### config.mk
export PLATFORM = sky130hd
export DESIGN_NAME = set_tag_lookup_ctrl_flat
export DESIGN_NICKNAME = d
export VERILOG_FILES = /design/src/rtl/set_tag_lookup_ctrl_if.sv /design/src/rtl/set_tag_lookup_ctrl.sv /design/src/flat_wrapper.sv
export SDC_FILE = /design/constraint.sdc
export NUM_CORES = 1
export LEC_CHECK = 0
export ABC_AREA = 0
export BUFFER_PORTS_ARGS = -buffer_cell sky130_fd_sc_hd__buf_2
export CORE_UTILIZATION = 53
export DETAILED_ROUTE_END_ITERATION = 16
export HOLD_SLACK_MARGIN = 0.06
export PLACE_DENSITY = 0.9
export SLEW_MARGIN = 20
export SYNTH_ARGS = -nofsm -noshare
export SYNTH_HDL_FRONTEND = slang
export SYNTH_SLANG_ARGS = --single-unit
### constraint.sdc
create_clock -name clk_in -period 8.8 [get_ports clk_in]
set_clock_uncertainty 0.2 [all_clocks]
set_input_delay 1.76 -clock clk_in [delete_from_list [all_inputs] [get_ports clk_in]]
set_output_delay 1.76 -clock clk_in [all_outputs]
set_load 0.05 [all_outputs]
### src/rtl/set_tag_lookup_ctrl_if.sv
// Request/response handshake plus block-RAM port bundle for the set tag lookup controller.
// The master side issues requests and plays the RAM; the slave side is the controller.
interface set_tag_lookup_ctrl_if #(
  parameter int TAG_WIDTH             = 9,
  parameter int SET_PTR_WIDTH_IN_BITS = 6,
  parameter int CNT_WIDTH             = 32
);
  localparam int ELEM_W = TAG_WIDTH + 1;

  logic                             req_valid;
  logic                             req_ready;
  logic [SET_PTR_WIDTH_IN_BITS-1:0] req_set;
  logic [TAG_WIDTH-1:0]             req_tag;

  logic                             resp_valid;
  logic                             resp_ready;
  logic                             resp_hit;
  logic [SET_PTR_WIDTH_IN_BITS-1:0] resp_set;
  logic [TAG_WIDTH-1:0]             resp_tag;
  logic                             resp_victim_valid;
  logic [TAG_WIDTH-1:0]             resp_victim_tag;

  logic                             mem_read_en;
  logic [SET_PTR_WIDTH_IN_BITS-1:0] mem_read_set_addr;
  logic [ELEM_W-1:0]                mem_read_element;
  logic                             mem_write_en;
  logic [SET_PTR_WIDTH_IN_BITS-1:0] mem_write_set_addr;
  logic [ELEM_W-1:0]                mem_write_element;
  logic [ELEM_W-1:0]                mem_evict_element;

  logic [CNT_WIDTH-1:0]             hit_count;
  logic [CNT_WIDTH-1:0]             miss_count;

  modport master (
    output req_valid, req_set, req_tag, resp_ready, mem_read_element, mem_evict_element,
    input  req_ready, resp_valid, resp_hit, resp_set, resp_tag, resp_victim_valid,
           resp_victim_tag, mem_read_en, mem_read_set_addr, mem_write_en,
           mem_write_set_addr, mem_write_element, hit_count, miss_count
  );

  modport slave (
    input  req_valid, req_set, req_tag, resp_ready, mem_read_element, mem_evict_element,
    output req_ready, resp_valid, resp_hit, resp_set, resp_tag, resp_victim_valid,
           resp_victim_tag, mem_read_en, mem_read_set_addr, mem_write_en,
           mem_write_set_addr, mem_write_element, hit_count, miss_count
  );
endinterface

### src/rtl/set_tag_lookup_ctrl.sv
// Three-stage tag lookup/replace controller in front of a per-set dual-port RAM.
// Clears every set after reset, then accepts one {set, tag} request per cycle.
module set_tag_lookup_ctrl #(
  parameter int TAG_WIDTH             = 9,
  parameter int NUMBER_SETS           = 64,
  parameter int SET_PTR_WIDTH_IN_BITS = 6,
  parameter int CNT_WIDTH             = 32
) (
  input logic                  clk_in,
  input logic                  reset_in,
  set_tag_lookup_ctrl_if.slave bus
);
  localparam int SET_W  = SET_PTR_WIDTH_IN_BITS;
  localparam int ELEM_W = TAG_WIDTH + 1;
  localparam logic [SET_W-1:0] LAST_SET = SET_W'(NUMBER_SETS - 1);

  typedef enum logic {ST_INIT, ST_RUN} state_t;

  state_t                state, state_next;
  logic [SET_W-1:0]      init_ptr, init_ptr_next;

  logic                  s1_valid;
  logic [SET_W-1:0]      s1_set;
  logic [TAG_WIDTH-1:0]  s1_tag;
  logic                  s1_fwd;
  logic [ELEM_W-1:0]     s1_fwd_elem;

  logic                  s2_valid;
  logic                  s2_hit;
  logic [SET_W-1:0]      s2_set;
  logic [TAG_WIDTH-1:0]  s2_tag;

  logic [CNT_WIDTH-1:0]  hit_cnt;
  logic [CNT_WIDTH-1:0]  miss_cnt;

  logic                  run;
  logic                  adv_s2;
  logic                  adv_s1;
  logic                  req_ready;
  logic                  accept;
  logic [ELEM_W-1:0]     s1_elem;
  logic                  s1_hit;
  logic                  s1_write;
  logic                  victim_valid;

  assign run       = (state == ST_RUN);
  assign adv_s2    = !s2_valid || bus.resp_ready;
  assign adv_s1    = s1_valid && adv_s2;
  assign req_ready = run && (!s1_valid || adv_s2);
  assign accept    = bus.req_valid && req_ready;
  assign s1_elem   = s1_fwd ? s1_fwd_elem : bus.mem_read_element;
  assign s1_hit    = s1_elem[TAG_WIDTH] && (s1_elem[TAG_WIDTH-1:0] == s1_tag);
  assign s1_write  = run && adv_s1 && !s1_hit;

  // The evict port only changes on a write, and writes need S2 to drain, so it is stable here.
  assign victim_valid          = s2_valid && !s2_hit && bus.mem_evict_element[TAG_WIDTH];
  assign bus.req_ready         = req_ready;
  assign bus.resp_valid        = s2_valid;
  assign bus.resp_hit          = s2_hit;
  assign bus.resp_set          = s2_set;
  assign bus.resp_tag          = s2_tag;
  assign bus.resp_victim_valid = victim_valid;
  assign bus.resp_victim_tag   = victim_valid ? bus.mem_evict_element[TAG_WIDTH-1:0] : '0;
  assign bus.hit_count         = hit_cnt;
  assign bus.miss_count        = miss_cnt;

  always_ff @(posedge clk_in or posedge reset_in) begin
    if (reset_in) begin
      state    <= ST_INIT;
      init_ptr <= '0;
    end else begin
      state    <= state_next;
      init_ptr <= init_ptr_next;
    end
  end

  // RAM ports are held quiet while reset is asserted so the clear sweep starts cleanly.
  always_comb begin
    state_next             = state;
    init_ptr_next          = init_ptr;
    bus.mem_read_en        = 1'b0;
    bus.mem_read_set_addr  = '0;
    bus.mem_write_en       = 1'b0;
    bus.mem_write_set_addr = '0;
    bus.mem_write_element  = '0;
    if (!reset_in) begin
      unique case (state)
        ST_INIT: begin
          bus.mem_read_en        = 1'b1;
          bus.mem_read_set_addr  = init_ptr;
          bus.mem_write_en       = 1'b1;
          bus.mem_write_set_addr = init_ptr;
          init_ptr_next          = init_ptr + SET_W'(1);
          if (init_ptr == LAST_SET) begin
            state_next = ST_RUN;
          end
        end
        ST_RUN: begin
          if (s1_write) begin
            bus.mem_read_en        = 1'b1;
            bus.mem_read_set_addr  = s1_set;
            bus.mem_write_en       = 1'b1;
            bus.mem_write_set_addr = s1_set;
            bus.mem_write_element  = {1'b1, s1_tag};
          end
          if (accept) begin
            bus.mem_read_en       = 1'b1;
            bus.mem_read_set_addr = bus.req_set;
          end
        end
        default: state_next = ST_INIT;
      endcase
    end
  end

  // A same-set request accepted while S1 writes would read the stale pre-write value, so forward.
  always_ff @(posedge clk_in or posedge reset_in) begin
    if (reset_in) begin
      s1_valid    <= 1'b0;
      s1_set      <= '0;
      s1_tag      <= '0;
      s1_fwd      <= 1'b0;
      s1_fwd_elem <= '0;
      s2_valid    <= 1'b0;
      s2_hit      <= 1'b0;
      s2_set      <= '0;
      s2_tag      <= '0;
    end else begin
      if (adv_s2) begin
        s2_valid <= adv_s1;
        if (adv_s1) begin
          s2_hit <= s1_hit;
          s2_set <= s1_set;
          s2_tag <= s1_tag;
        end
      end
      if (accept) begin
        s1_valid    <= 1'b1;
        s1_set      <= bus.req_set;
        s1_tag      <= bus.req_tag;
        s1_fwd      <= s1_write && (bus.req_set == s1_set);
        s1_fwd_elem <= {1'b1, s1_tag};
      end else if (adv_s1) begin
        s1_valid <= 1'b0;
        s1_fwd   <= 1'b0;
      end
    end
  end

  always_ff @(posedge clk_in or posedge reset_in) begin
    if (reset_in) begin
      hit_cnt  <= '0;
      miss_cnt <= '0;
    end else if (run && adv_s1) begin
      if (s1_hit) begin
        if (hit_cnt != '1) hit_cnt <= hit_cnt + CNT_WIDTH'(1);
      end else begin
        if (miss_cnt != '1) miss_cnt <= miss_cnt + CNT_WIDTH'(1);
      end
    end
  end
endmodule

### src/flat_wrapper.sv
// flat-port wrapper written by rule: the top's interface ports become plain ports
module set_tag_lookup_ctrl_flat 
#(
  parameter int TAG_WIDTH             = 9,
  parameter int NUMBER_SETS           = 64,
  parameter int SET_PTR_WIDTH_IN_BITS = 6,
  parameter int CNT_WIDTH             = 32
)
  (clk_in, reset_in, bus_req_valid, bus_req_set, bus_req_tag, bus_resp_ready, bus_mem_read_element, bus_mem_evict_element, bus_req_ready, bus_resp_valid, bus_resp_hit, bus_resp_set, bus_resp_tag, bus_resp_victim_valid, bus_resp_victim_tag, bus_mem_read_en, bus_mem_read_set_addr, bus_mem_write_en, bus_mem_write_set_addr, bus_mem_write_element, bus_hit_count, bus_miss_count);
  set_tag_lookup_ctrl_if #(.TAG_WIDTH(TAG_WIDTH), .SET_PTR_WIDTH_IN_BITS(SET_PTR_WIDTH_IN_BITS), .CNT_WIDTH(CNT_WIDTH)) bus_i ();
  input logic clk_in;
  input logic reset_in;
  input wire logic [$bits(bus_i.req_valid)-1:0] bus_req_valid;
  input wire logic [$bits(bus_i.req_set)-1:0] bus_req_set;
  input wire logic [$bits(bus_i.req_tag)-1:0] bus_req_tag;
  input wire logic [$bits(bus_i.resp_ready)-1:0] bus_resp_ready;
  input wire logic [$bits(bus_i.mem_read_element)-1:0] bus_mem_read_element;
  input wire logic [$bits(bus_i.mem_evict_element)-1:0] bus_mem_evict_element;
  output wire logic [$bits(bus_i.req_ready)-1:0] bus_req_ready;
  output wire logic [$bits(bus_i.resp_valid)-1:0] bus_resp_valid;
  output wire logic [$bits(bus_i.resp_hit)-1:0] bus_resp_hit;
  output wire logic [$bits(bus_i.resp_set)-1:0] bus_resp_set;
  output wire logic [$bits(bus_i.resp_tag)-1:0] bus_resp_tag;
  output wire logic [$bits(bus_i.resp_victim_valid)-1:0] bus_resp_victim_valid;
  output wire logic [$bits(bus_i.resp_victim_tag)-1:0] bus_resp_victim_tag;
  output wire logic [$bits(bus_i.mem_read_en)-1:0] bus_mem_read_en;
  output wire logic [$bits(bus_i.mem_read_set_addr)-1:0] bus_mem_read_set_addr;
  output wire logic [$bits(bus_i.mem_write_en)-1:0] bus_mem_write_en;
  output wire logic [$bits(bus_i.mem_write_set_addr)-1:0] bus_mem_write_set_addr;
  output wire logic [$bits(bus_i.mem_write_element)-1:0] bus_mem_write_element;
  output wire logic [$bits(bus_i.hit_count)-1:0] bus_hit_count;
  output wire logic [$bits(bus_i.miss_count)-1:0] bus_miss_count;
  assign bus_i.req_valid = bus_req_valid;
  assign bus_i.req_set = bus_req_set;
  assign bus_i.req_tag = bus_req_tag;
  assign bus_i.resp_ready = bus_resp_ready;
  assign bus_i.mem_read_element = bus_mem_read_element;
  assign bus_i.mem_evict_element = bus_mem_evict_element;
  assign bus_req_ready = bus_i.req_ready;
  assign bus_resp_valid = bus_i.resp_valid;
  assign bus_resp_hit = bus_i.resp_hit;
  assign bus_resp_set = bus_i.resp_set;
  assign bus_resp_tag = bus_i.resp_tag;
  assign bus_resp_victim_valid = bus_i.resp_victim_valid;
  assign bus_resp_victim_tag = bus_i.resp_victim_tag;
  assign bus_mem_read_en = bus_i.mem_read_en;
  assign bus_mem_read_set_addr = bus_i.mem_read_set_addr;
  assign bus_mem_write_en = bus_i.mem_write_en;
  assign bus_mem_write_set_addr = bus_i.mem_write_set_addr;
  assign bus_mem_write_element = bus_i.mem_write_element;
  assign bus_hit_count = bus_i.hit_count;
  assign bus_miss_count = bus_i.miss_count;
  set_tag_lookup_ctrl #(.TAG_WIDTH(TAG_WIDTH), .NUMBER_SETS(NUMBER_SETS), .SET_PTR_WIDTH_IN_BITS(SET_PTR_WIDTH_IN_BITS), .CNT_WIDTH(CNT_WIDTH)) u_core (.clk_in(clk_in), .reset_in(reset_in), .bus(bus_i));
endmodule
Word level (Yosys, flattened, before mapping)
Cells that the tools add are included.
W data, S select, Z words.
{"block": "word_totals", "latchBits": 0, "memories": 0, "ramBits": 0, "reg_bits": 115, "rom_bits": 0, "inputBits": 39, "output_inout_bits": 116}
{"block": "op_classes", "magnitude_cmp": 0, "shifts": 0, "add_sub_neg": 3, "reduce_logical": 20, "n_mux": 22, "n_eq_ne": 5, "n_bitwise": 3, "div_mod_pow": 0, "multipliers": 0}
{"operator": "$add A32 B1 Y32 const B", "count": 2}
{"operator": "$ne A32 B32 Y1 const B", "count": 2}
{"operator": "$mux W10", "count": 4}
{"operator": "$mux W6", "count": 4}
{"operator": "$pmux W6 S2", "count": 2}
{"operator": "$eq A9 B9 Y1", "count": 1}
{"operator": "$logic_and A1 B1 Y1", "count": 9}
{"operator": "$mux W1", "count": 9}
{"operator": "$mux W9", "count": 1}
{"operator": "$add A6 B1 Y6 const B", "count": 1}
{"operator": "$eq A6 B6 Y1", "count": 1}
{"operator": "$eq A6 B6 Y1 const B", "count": 1}
{"operator": "$reduce_and A3 Y1", "count": 2}
{"operator": "$logic_not A1 Y1", "count": 4}
{"operator": "$pmux W1 S2", "count": 2}
{"operator": "$reduce_and A2 Y1", "count": 2}
{"operator": "$not A1 Y1", "count": 3}
{"operator": "$logic_or A1 B1 Y1", "count": 2}
{"operator": "$reduce_bool A2 Y1", "count": 1}

Longest topological paths before layout
Gate-level depths: netlist of the first run.
{"block": "logic_depth", "word_depth": 9, "mapped_depth": 9, "ltp_nobuf": 7}

Worst setup path after synthesis of the first run
OpenSTA, ideal clock, no wires.
{"block": "synth_path", "path_kind": "input-to-output", "start": "input port reset_in", "end": "output port bus_mem_write_element[0]", "stages": 4, "required_time_ps": 6840, "slack_ps": 452, "n_path_buf": 2, "t_arrival_ps": 6388, "cell_sequence": "clkbuf_1 > inv_1 > clkbuf_1 > and3_1"}
{"block": "synth_via", "elab_chain_cells": 1}
{"element": "start: declaration", "line_no": "flat_wrapper.sv:12", "text": "input logic reset_in;"}
{"element": "$mux W10", "line_no": "set_tag_lookup_ctrl.sv:86", "text": "if (!reset_in) begin"}
{"element": "end: declaration", "line_no": "flat_wrapper.sv:30", "text": "output wire logic [$bits(bus_i.mem_write_element)-1:0] bus_mem_write_element;"}
No other way between the ends.

Worst setup path after layout of the first run
{"block": "layout_path", "start": "input port bus_mem_read_element[0]", "end": "output port bus_mem_write_en"}
{"block": "layout_via", "elab_chain_cells": 8}
{"element": "start: declaration", "line_no": "flat_wrapper.sv:17", "text": "input wire logic [$bits(bus_i.mem_read_element)-1:0] bus_mem_read_element;"}
{"element": "$mux W10", "line_no": "set_tag_lookup_ctrl.sv:51", "text": "assign s1_elem = s1_fwd ? s1_fwd_elem : bus.mem_read_element;"}
{"element": "$eq A9 B9 Y1", "line_no": "set_tag_lookup_ctrl.sv:52", "text": "assign s1_hit = s1_elem[TAG_WIDTH] && (s1_elem[TAG_WIDTH-1:0] == s1_tag);"}
{"element": "$logic_and A1 B1 Y1", "line_no": "set_tag_lookup_ctrl.sv:52"}
{"element": "$logic_not A1 Y1", "line_no": "set_tag_lookup_ctrl.sv:53", "text": "assign s1_write = run && adv_s1 && !s1_hit;"}
{"element": "$logic_and A1 B1 Y1", "line_no": "set_tag_lookup_ctrl.sv:53"}
{"element": "$mux W1", "line_no": "set_tag_lookup_ctrl.sv:99", "text": "if (s1_write) begin"}
{"element": "$pmux W1 S2", "line_no": "set_tag_lookup_ctrl.sv:87", "text": "unique case (state)"}
{"element": "$mux W1", "line_no": "set_tag_lookup_ctrl.sv:86"}
{"element": "end: declaration", "line_no": "flat_wrapper.sv:28", "text": "output wire logic [$bits(bus_i.mem_write_en)-1:0] bus_mem_write_en;"}
No other way between the ends.

==> out/qor.txt, run 1 <==
Nets@finish -> 758
# IOs -> 155
Post-synthesis area per instance -> 10.06 um^2
Initial Utilization -> 55.17%
Commonest non-fill, non-tap cell in the layout -> buf_2
CTS Buf Count -> 17
Finished Cell Area -> 7179 um^2
Setup-failing EPs final -> 0
Iteration-0 DRC Markers -> 209
GRT overflow -> 0
FF+latch area -> 2878 um^2
Required time worst endpoint -> 6.84 ns
Chip height -> 106.1 um
Post-synth ARST share -> 100.0%
Logic pwr share -> 19.2%
Via-per-instance ratio -> 5.575
Port Buffer Count -> 154
CTS H-Tree Depth -> 4
Clock root cell -> clkbuf_8
Post-synthesis cell type count -> 37
Clock power share -> 42.8%
Number of flops mapped to enable cells by yosys -> 0
# fillers -> 800
Synth warn -> 0
Clock slew at reported path FFs -> 0.06 ns
RSZ-0062 raised after global routing -> no
Syn nets -> 613
CP startpoint kind -> primary input
Seq/Total Area, Yosys -> 50.08%
Cell area power density -> 229.4 nW/um^2
Total GRT Usage -> 25.06%
P_sw -> 0.5058 mW
Hold-fix buffers, CTS -> 0
Sequential power share -> 38.0%
Kind of critical path -> in2out
Fin crit share -> 67.08%
WL final -> 13.69 mm
Rel. slew slack -> 25.16%
Drt first pass iters -> 5
Status -> finished, final reports clean
Area delta synth->final -> 24.93%
Slew Limit Fails -> 0
Min-Delay Path Class -> reg2reg
DR DRC count -> 0
Actual slew at the worst max-slew pin -> 1.120 ns
CP endpoint kind -> primary output
GPL Wtd Cong -> 0.8088
CP Max Fanout -> 34
Avg WL per Cell -> 15.85 um
Die ar. -> 11260 um^2
CTS tree -> yes
Setup slack, reg-to-reg -> 5.66 ns
Min cycle time layout -> 5.903 ns
Hold Vio Cnt, Final -> 0
#FFs+latches synth -> 115
Antenna diodes -> 0
Post-Syn Instances -> 571
Area of the multi-input gates -> 2688 um^2
Final Power -> 1.647 mW
Vias in the first global route -> 4557
Core area -> 10420 um^2
Die width -> 106.1 um
First-pass GRT wire length -> 22.09 mm
Initial antenna violation count -> 0
Setup TNS -> 0 ns
Share of cells above drive strength 1 -> 29.40%
Switch share -> 30.70%
Largest net degree at the start of global routing -> 72
# rows -> 37
Arr. time, crit path -> 3.94 ns
Clk sinks -> 115
Post-CTS setup buffers -> 0
Post-CTS Resized -> 0
Max rail drop VDD -> 180.6 uV
Most frequent cells in the layout -> buf_2 (154), dfrtp_1 (115), nand2_1 (93)
Fmax -> 0.1694 GHz
Mapped cell area -> 5747 um^2
Post-synth top flop -> dfrtp_1
Max cap viols -> 0
Post-DP HPWL -> 9.384 mm
P_int -> 1.142 mW
Placed Area -> 6564 um^2
Leakage power -> 3.716 nW
Worst-skew pair later-pin latency -> 0.51 ns
Max Root-Sink Buffers -> 2
Detailed-route via count -> 4817
Final antenna-violating net count -> 0
## per-layer routing
metal  part of all wire [%]  wire (um)  global-route usage (%)
met5                      0          0                       0
met4                    2.5        342                   12.00
met3                    6.1        836                   6.131
met2                     49       6711                   39.89
met1                     42       5803                   32.17
## path summary, 6_finish.rpt
path,from,endpoint,cells after the start
max,bus_mem_read_element[0],bus_mem_write_en,8
min,u_core.s1_fwd_elem[8]$_DFFE_PP0P_,u_core.s1_fwd_elem[8]$_DFFE_PP0P_,2
max reg2reg,u_core.s1_fwd$_DFFE_PP0P_,u_core.bus.hit_count[1]$_DFFE_PP0P_,6
min reg2reg,u_core.s1_fwd_elem[8]$_DFFE_PP0P_,u_core.s1_fwd_elem[8]$_DFFE_PP0P_,2
max in group asynchronous,reset_in,u_core.s1_valid$_DFFE_PP0P_,3
min in group asynchronous,reset_in,u_core.s1_set[3]$_DFFE_PP0P_,2
## registers in the layout (all words and copies together), names as in the netlist
signal	cells
u_core.bus.miss_count	32
u_core.bus.resp_valid	1
u_core.run	1
u_core.s1_tag	9
u_core.s1_set	6
u_core.bus.resp_hit	1
u_core.bus.hit_count	32
u_core.s1_fwd	1
u_core.s1_valid	1
u_core.bus.resp_set	6
u_core.s1_fwd_elem	10
u_core.bus.resp_tag	9
u_core.init_ptr	6
## final cells by class
type                    count  share of cell area [%]
clock buffers              21                   6.396
clock inverters            10                   2.161
inverters                   7                  0.4008
multi-input cells         417                   37.43
flip-flops and latches    115                   40.08
well taps                 136                   2.370
repair buffers            158                   11.15
## kinds of logic (layout without fill, tap and decap cells)
| group | Yosys count | count (layout) | share of synthesized area (%) |
|---|---|---|---|
| flip-flops | 115 | 115 | 50.08 |
| adder cells (fa/ha/maj) | 3 | 3 | 0.6532 |
| buffers and inverters | 39 | 196 | 3.440 |
| AO/OA/AOI/OAI | 29 | 29 | 3.179 |
| multiplexers | 27 | 27 | 5.095 |
| AND/OR/NAND/NOR | 277 | 277 | 25.21 |
| XOR/XNOR | 81 | 81 | 12.34 |
## stage by stage
stage	setup WS, ns	hold slack [ns]	utilization, %	instances
after floorplan	0.4522	0.2399	-	571
after CTS	2.493	0.2789	68.91	864
after global routing	2.819	0.3064	68.92	864
after detailed placement	2.540	0.2659	63.02	833
after global placement	2.609	0.2550	63.02	833
final	2.897	0.2752	68.92	864
## worst max-delay path, cell delays in order
cell and delay, ns:
buf_2 0.10, mux2i_1 0.15, xnor2_1 0.10, nor4_2 0.52, and3_2 0.70, or2_2 0.23, a21oi_1 0.09, buf_2 0.28
## power by group through the flow
stage	Combinational [mW]	Sequential [mW]	Clock, mW
CTS	0.319	0.625	0.717
global placement	0.307	0.630	0
detailed placement	0.317	0.633	0
global route	0.340	0.632	0.743
floorplan	0.228	0.638	0
finish	0.317	0.625	0.705
## cell usage after synthesis, types with 4 or more instances
master    number  area (um^2)
a21oi_1        8        40.04
a31oi_1        7        43.79
and2_1        14        87.58
and3_1        36        225.2
and4_1        10        87.58
buf_2         11        55.05
buf_6          5        56.30
clkbuf_1      15        56.30
dfrtp_1      115         2878
inv_1          7        26.28
mux2_2        16        180.2
mux2i_1        9        90.09
nand2_1       93        349.1
nand2b_1       4        25.02
nand3_1       50        250.2
nand4_1       30        187.7
nand4b_1       4        35.03
nor2_1        15        56.30
nor3_1         6        30.03
o21ai_0        8        40.04
xnor2_1       75        656.9
xor2_1         6        52.55
Power figures use the tool's default switching activity.
==> run 2, diff against run 1 <==
==> constraint.sdc (replaced) <==
create_clock -name clk_in -period 5.6 [get_ports clk_in]
set_clock_uncertainty 0.2 [all_clocks]
set_input_delay 1.12 -clock clk_in [delete_from_list [all_inputs] [get_ports clk_in]]
set_output_delay 1.12 -clock clk_in [all_outputs]
set_load 0.05 [all_outputs]
==> out/qor.txt, run 2 (synthesis gave the netlist of run 1 again) <==
Chip height -> 106.1 um (unchanged)
Status -> finished, final reports clean
Cell area power density -> 373.1 nW/um^2 (+63%)
Rel. slew slack -> 34.90% (+9.7 points)
Avg WL per Cell -> 16.69 um (+5.3%)
Detailed-route via count -> 4978 (+3.3%)
Clk sinks -> 115 (unchanged)
Initial antenna violation count -> 0 (unchanged)
Hold-fix buffers, CTS -> 0 (unchanged)
Commonest non-fill, non-tap cell in the layout -> buf_2
Total GRT Usage -> 26.48% (+1.4 points)
Final antenna-violating net count -> 0 (unchanged)
CP endpoint kind -> primary output
Largest net degree at the start of global routing -> 62 (-14%)
Worst-skew pair later-pin latency -> 0.51 ns (about the same)
Iteration-0 DRC Markers -> 265 (+27%)
First-pass GRT wire length -> 23.58 mm (+6.8%)
Post-CTS setup buffers -> 0 (unchanged)
Fin crit share -> 81.97%
RSZ-0062 raised after global routing -> no
Drt first pass iters -> 4 (-1)
Most frequent cells in the layout -> buf_2 (154), dfrtp_1 (115), nand2_1 (93)
Post-DP HPWL -> 9.844 mm (+4.9%)
Min cycle time layout -> 4.590 ns
Die width -> 106.1 um (unchanged)
CP startpoint kind -> flip-flop
Post-CTS Resized -> 0 (unchanged)
GPL Wtd Cong -> 0.8628 (+6.7%)
Min-Delay Path Class -> reg2reg
Antenna diodes -> 0 (unchanged)
Clock slew at reported path FFs -> 0.06 ns (about the same)
Gr busiest metal -> met2
DR DRC count -> 0 (unchanged)
Required time worst endpoint -> 4.28 ns (-2.56 ns)
CTS Buf Count -> 17 (unchanged)
Max rail drop VDD -> 362.5 uV (+100%)
Setup-failing EPs final -> 0 (unchanged)
Clock root cell -> clkbuf_8
# rows -> 37 (unchanged)
Hold Vio Cnt, Final -> 0 (unchanged)
Fmax -> 0.2179 GHz
Nets@finish -> 761 (+0.40%)
Via-per-instance ratio -> 5.735 (+2.9%)
Final hold slack -> 0.2777 ns (+0.002512 ns)
Kind of critical path -> reg2out
Initial Utilization -> 55.17% (unchanged)
Leakage power -> 3.759 nW (+1.1%)
CTS H-Tree Depth -> 4 (unchanged)
CTS tree -> yes
WL final -> 14.49 mm (+5.8%)
CP Max Fanout -> 13 (-62%)
Vias in the first global route -> 4824 (+5.9%)
Slew Limit Fails -> 0 (unchanged)
# IOs -> 155 (unchanged)
Met2 Resource Use GR -> 44.16% (+4.3 points)
Met1 Use GR -> 33.08% (+0.90 points)
Core area -> 10420 um^2 (unchanged)
GRT overflow -> 0 (unchanged)
Max Root-Sink Buffers -> 2 (unchanged)
Arr. time, crit path -> 3.27 ns (-0.67 ns)
M3 GR Usage -> 6.438% (+0.31 points)
Share of cells above drive strength 1 -> 29.78% (+0.39 points)
Max cap viols -> 0 (unchanged)
Area delta synth->final -> 26.54%
Setup TNS -> 0 ns (unchanged)
Port Buffer Count -> 154 (unchanged)
Die ar. -> 11260 um^2 (unchanged)
Actual slew at the worst max-slew pin -> 0.9765 ns (-0.1435 ns)
# fillers -> 764 (-4.5%)
[run 2: critical path: stages (launching register included)]
cell and delay, ns:
dfrtp_1 0.73, mux2i_1 0.30, xnor2_1 0.18, nor4_2 0.13, a31oi_2 0.59, nand3_1 0.16, a311oi_1 0.33, buf_2 0.32
[run 2: layout make-up]
| cell class | instances | area (um^2) | share of cell area (%) |
|---|---|---|---|
| timing repair buffer | 161 | 823.3 | 11.32 |
| sequential | 115 | 2878 | 39.57 |
| clock inverter | 7 | 165.2 | 2.271 |
| tap | 136 | 170.2 | 2.340 |
| clock buffer | 25 | 514.2 | 7.072 |
| multi-input combinational | 417 | 2693 | 37.03 |
| inverter | 7 | 28.78 | 0.3957 |
[run 2: worst paths after layout]
kind | startpoint | to | slack [ns] | depth (start not counted)
max | u_core.s1_fwd$_DFFE_PP0P_ | bus_mem_read_set_addr[2] | 1.01 | 7
min | u_core.s1_fwd_elem[9]$_DFFE_PP0P_ | u_core.s1_fwd_elem[9]$_DFFE_PP0P_ | 0.28 | 1
max reg2reg | u_core.s1_fwd$_DFFE_PP0P_ | u_core.bus.hit_count[26]$_DFFE_PP0P_ | 2.41 | 7
min reg2reg | u_core.s1_fwd_elem[9]$_DFFE_PP0P_ | u_core.s1_fwd_elem[9]$_DFFE_PP0P_ | 0.28 | 1
max in group asynchronous | reset_in | u_core.bus.miss_count[14]$_DFFE_PP0P_ | 3.46 | 3
min in group asynchronous | reset_in | u_core.init_ptr[3]$_DFFE_PP0P_ | 0.61 | 2
[run 2: stage by stage]
| stage | worst slack [ns] | total power [mW] | instances | util [%] | area (um^2) |
|---|---|---|---|---|---|
| floorplan | 0.5206 | 1.361 | 571 | - | 5748 |
| global placement | 1.063 | 1.476 | 836 | 63.23 | 6586 |
| detailed placement | 0.9051 | 1.493 | 836 | 63.23 | 6586 |
| CTS | 0.7049 | 2.722 | 868 | 69.75 | 7266 |
| global route | 0.8093 | 2.810 | 868 | 69.81 | 7272 |
| finish | 1.010 | 2.713 | 868 | 69.81 | 7272 |
[run 2: power breakdown]
group	total, mW	leakage (nW)	switching (mW)	internal, mW
Combinational	0.501	1.85	0.357	0.143
Clock	1.22	0.327	0.371	0.852
Sequential	0.989	1.59	0.0894	0.900
Total	2.71	3.76	0.818	1.89
[run 2: metal layers]
| layer | wire, um | up-vias |
|---|---|---|
| li1 | - | 2282 |
| met1 | 5950 | 2442 |
| met2 | 7252 | 219 |
| met3 | 985 | 35 |
| met4 | 298 | 0 |
| met5 | 0 | - |
==> run 3, diff against run 2 <==
==> constraint.sdc (replaced) <==
create_clock -name clk_in -period 4.7 [get_ports clk_in]
set_clock_uncertainty 0.2 [all_clocks]
set_input_delay 0.94 -clock clk_in [delete_from_list [all_inputs] [get_ports clk_in]]
set_output_delay 0.94 -clock clk_in [all_outputs]
set_load 0.05 [all_outputs]
==> out/qor.txt, run 3 (synthesis gave the netlist of run 1 again) <==
WL final -> 13.99 mm (-3.4%)
Max cap viols -> 0 (unchanged)
Dpl cells -> 837 (+0.12%)
Die ar. -> 11260 um^2 (unchanged)
RSZ-0062 raised after global routing -> no
Clk sinks -> 115 (unchanged)
Largest net degree at the start of global routing -> 64 (+3.2%)
Final Power -> 3.083 mW (+14%)
CTS Buf Count -> 17 (unchanged)
Area delta synth->final -> 25.47%
Kind of critical path -> reg2out
DR DRC count -> 0 (unchanged)
Min cycle time layout -> 4.326 ns
Worst-skew pair later-pin latency -> 0.51 ns (about the same)
Required time worst endpoint -> 3.56 ns (-0.72 ns)
Chip height -> 106.1 um (unchanged)
Actual slew at the worst max-slew pin -> 0.9502 ns (-0.02624 ns)
R2R Path Start -> u_core.s1_fwd$_DFFE_PP0P_
Final antenna-violating net count -> 0 (unchanged)
Post-DP HPWL -> 9.745 mm (-1.0%)
Clock root cell -> clkbuf_8
First-pass GRT wire length -> 23.07 mm (-2.1%)
Via-per-instance ratio -> 5.650 (-1.5%)
Finished Cell Area -> 7211 um^2 (-0.84%)
Antenna diodes -> 0 (unchanged)
R2r worst-path depth -> 7 (unchanged)
Min-Delay Path Class -> reg2reg
Total GRT Usage -> 26.08% (-0.40 points)
Post-CTS Resized -> 1 (+1)
GRT overflow -> 0 (unchanged)
Die width -> 106.1 um (unchanged)
CTS tree -> yes
Max rail drop VDD -> 317.5 uV (-12%)
Setup TNS -> 0 ns (unchanged)
Setup slack, reg-to-reg -> 1.66 ns (-0.75 ns)
Arr. time, crit path -> 3.19 ns (-0.08 ns)
Rel. slew slack -> 36.65% (+1.7 points)
Post-route insts no fill -> 868 (unchanged)
PnR worst setup slack -> 0.3744 ns (-0.6355 ns)
Clock slew at reported path FFs -> 0.06 ns (about the same)
Share of cells above drive strength 1 -> 29.78% (unchanged)
Setup-failing EPs final -> 0 (unchanged)
Avg WL per Cell -> 16.12 um (-3.4%)
Fin util -> 69.23% (-0.59 points)
CTS H-Tree Depth -> 4 (unchanged)
Crit path from -> u_core.s1_fwd$_DFFE_PP0P_
Worst r2r dst -> u_core.bus.hit_count[1]$_DFFE_PP0P_
Nets@finish -> 762 (+0.13%)
Hold-fix buffers, CTS -> 0 (unchanged)
CP startpoint kind -> flip-flop
Fin crit share -> 92.03%
Worst slack at placement -> 0.3934 ns (-0.5117 ns)
Leakage power -> 3.733 nW (-0.69%)
Port Buffer Count -> 154 (unchanged)
Vias in the first global route -> 4852 (+0.58%)
Fmax -> 0.2312 GHz
Hold Vio Cnt, Final -> 0 (unchanged)
Iteration-0 DRC Markers -> 202 (-24%)
Drt first pass iters -> 5 (+1)
Max Root-Sink Buffers -> 2 (unchanged)
Core area -> 10420 um^2 (unchanged)
# IOs -> 155 (unchanged)
Hold path startpoint -> u_core.s1_fwd_elem[8]$_DFFE_PP0P_
Initial antenna violation count -> 0 (unchanged)
Detailed-route via count -> 4904 (-1.5%)
Final hold slack -> 0.2817 ns (+0.004011 ns)
GPL Wtd Cong -> 0.8279 (-4.0%)
Worst hold stages -> 2 (+1)
Most frequent cells in the layout -> buf_2 (154), dfrtp_1 (115), nand2_1 (93)
Commonest non-fill, non-tap cell in the layout -> buf_2
Slew Limit Fails -> 0 (unchanged)
Placed Area -> 6594 um^2 (+0.11%)
Status -> finished, final reports clean
Post-CTS setup buffers -> 0 (unchanged)
Hold path endpoint -> u_core.s1_fwd_elem[8]$_DFFE_PP0P_
# rows -> 37 (unchanged)
Initial Utilization -> 55.17% (unchanged)
Cell area power density -> 427.6 nW/um^2 (+15%)
CP endpoint kind -> primary output
CP Max Fanout -> 13 (unchanged)
[run 3: cell types whose count changed in the layout (fill, tap and decap cells not counted), sizes merged]
cell,delta
buf,+1
bufinv,-2
clkbuf,-2
clkinv,+3
[run 3: critical path, stage by stage (launching register included)]
cell and delay (ns):
dfrtp_1 0.71, mux2i_1 0.30, xnor2_1 0.17, nor4_2 0.12, a31oi_2 0.59, nand3_1 0.15, a311oi_1 0.31, buf_2 0.32
[run 3: worst max path at each step]
stage | cells after the start | end | slack [ns]
final | 7 | bus_mem_read_set_addr[2] | 0.37
after global routing | 7 | bus_mem_read_set_addr[0] | 0.15
after CTS | 7 | bus_mem_read_set_addr[2] | 0.36
after detailed placement | 8 | bus_mem_read_set_addr[2] | 0.39
after global placement | 8 | bus_mem_read_set_addr[2] | 0.49
after floorplan | 5 | bus_mem_read_set_addr[0] | 0.44
[run 3: final cells by class]
class | instances | area (um^2)
fillers | 773 | 3206
clock buffers | 23 | 486.7
multi-input cells | 417 | 2693
flip-flops and latches | 115 | 2878
inverters | 7 | 28.78
clock inverters | 8 | 123.9
repair buffers | 162 | 830.8
well taps | 136 | 170.2
[run 3: report_power, final]
group	switching (mW)	total [mW]	leakage (nW)	internal (mW)
logic	0.421	0.592	1.85	0.171
clock network	0.440	1.31	0.296	0.874
registers	0.105	1.18	1.59	1.07
[run 3: layer usage]
metal	GRT usage, %	part of all wire, %	vias to the layer above
li1	-	-	2284
met1	31.81	42	2386
met2	43.97	51	209
met3	6.376	6.0	25
met4	11.11	1.8	0
met5	0	0	-
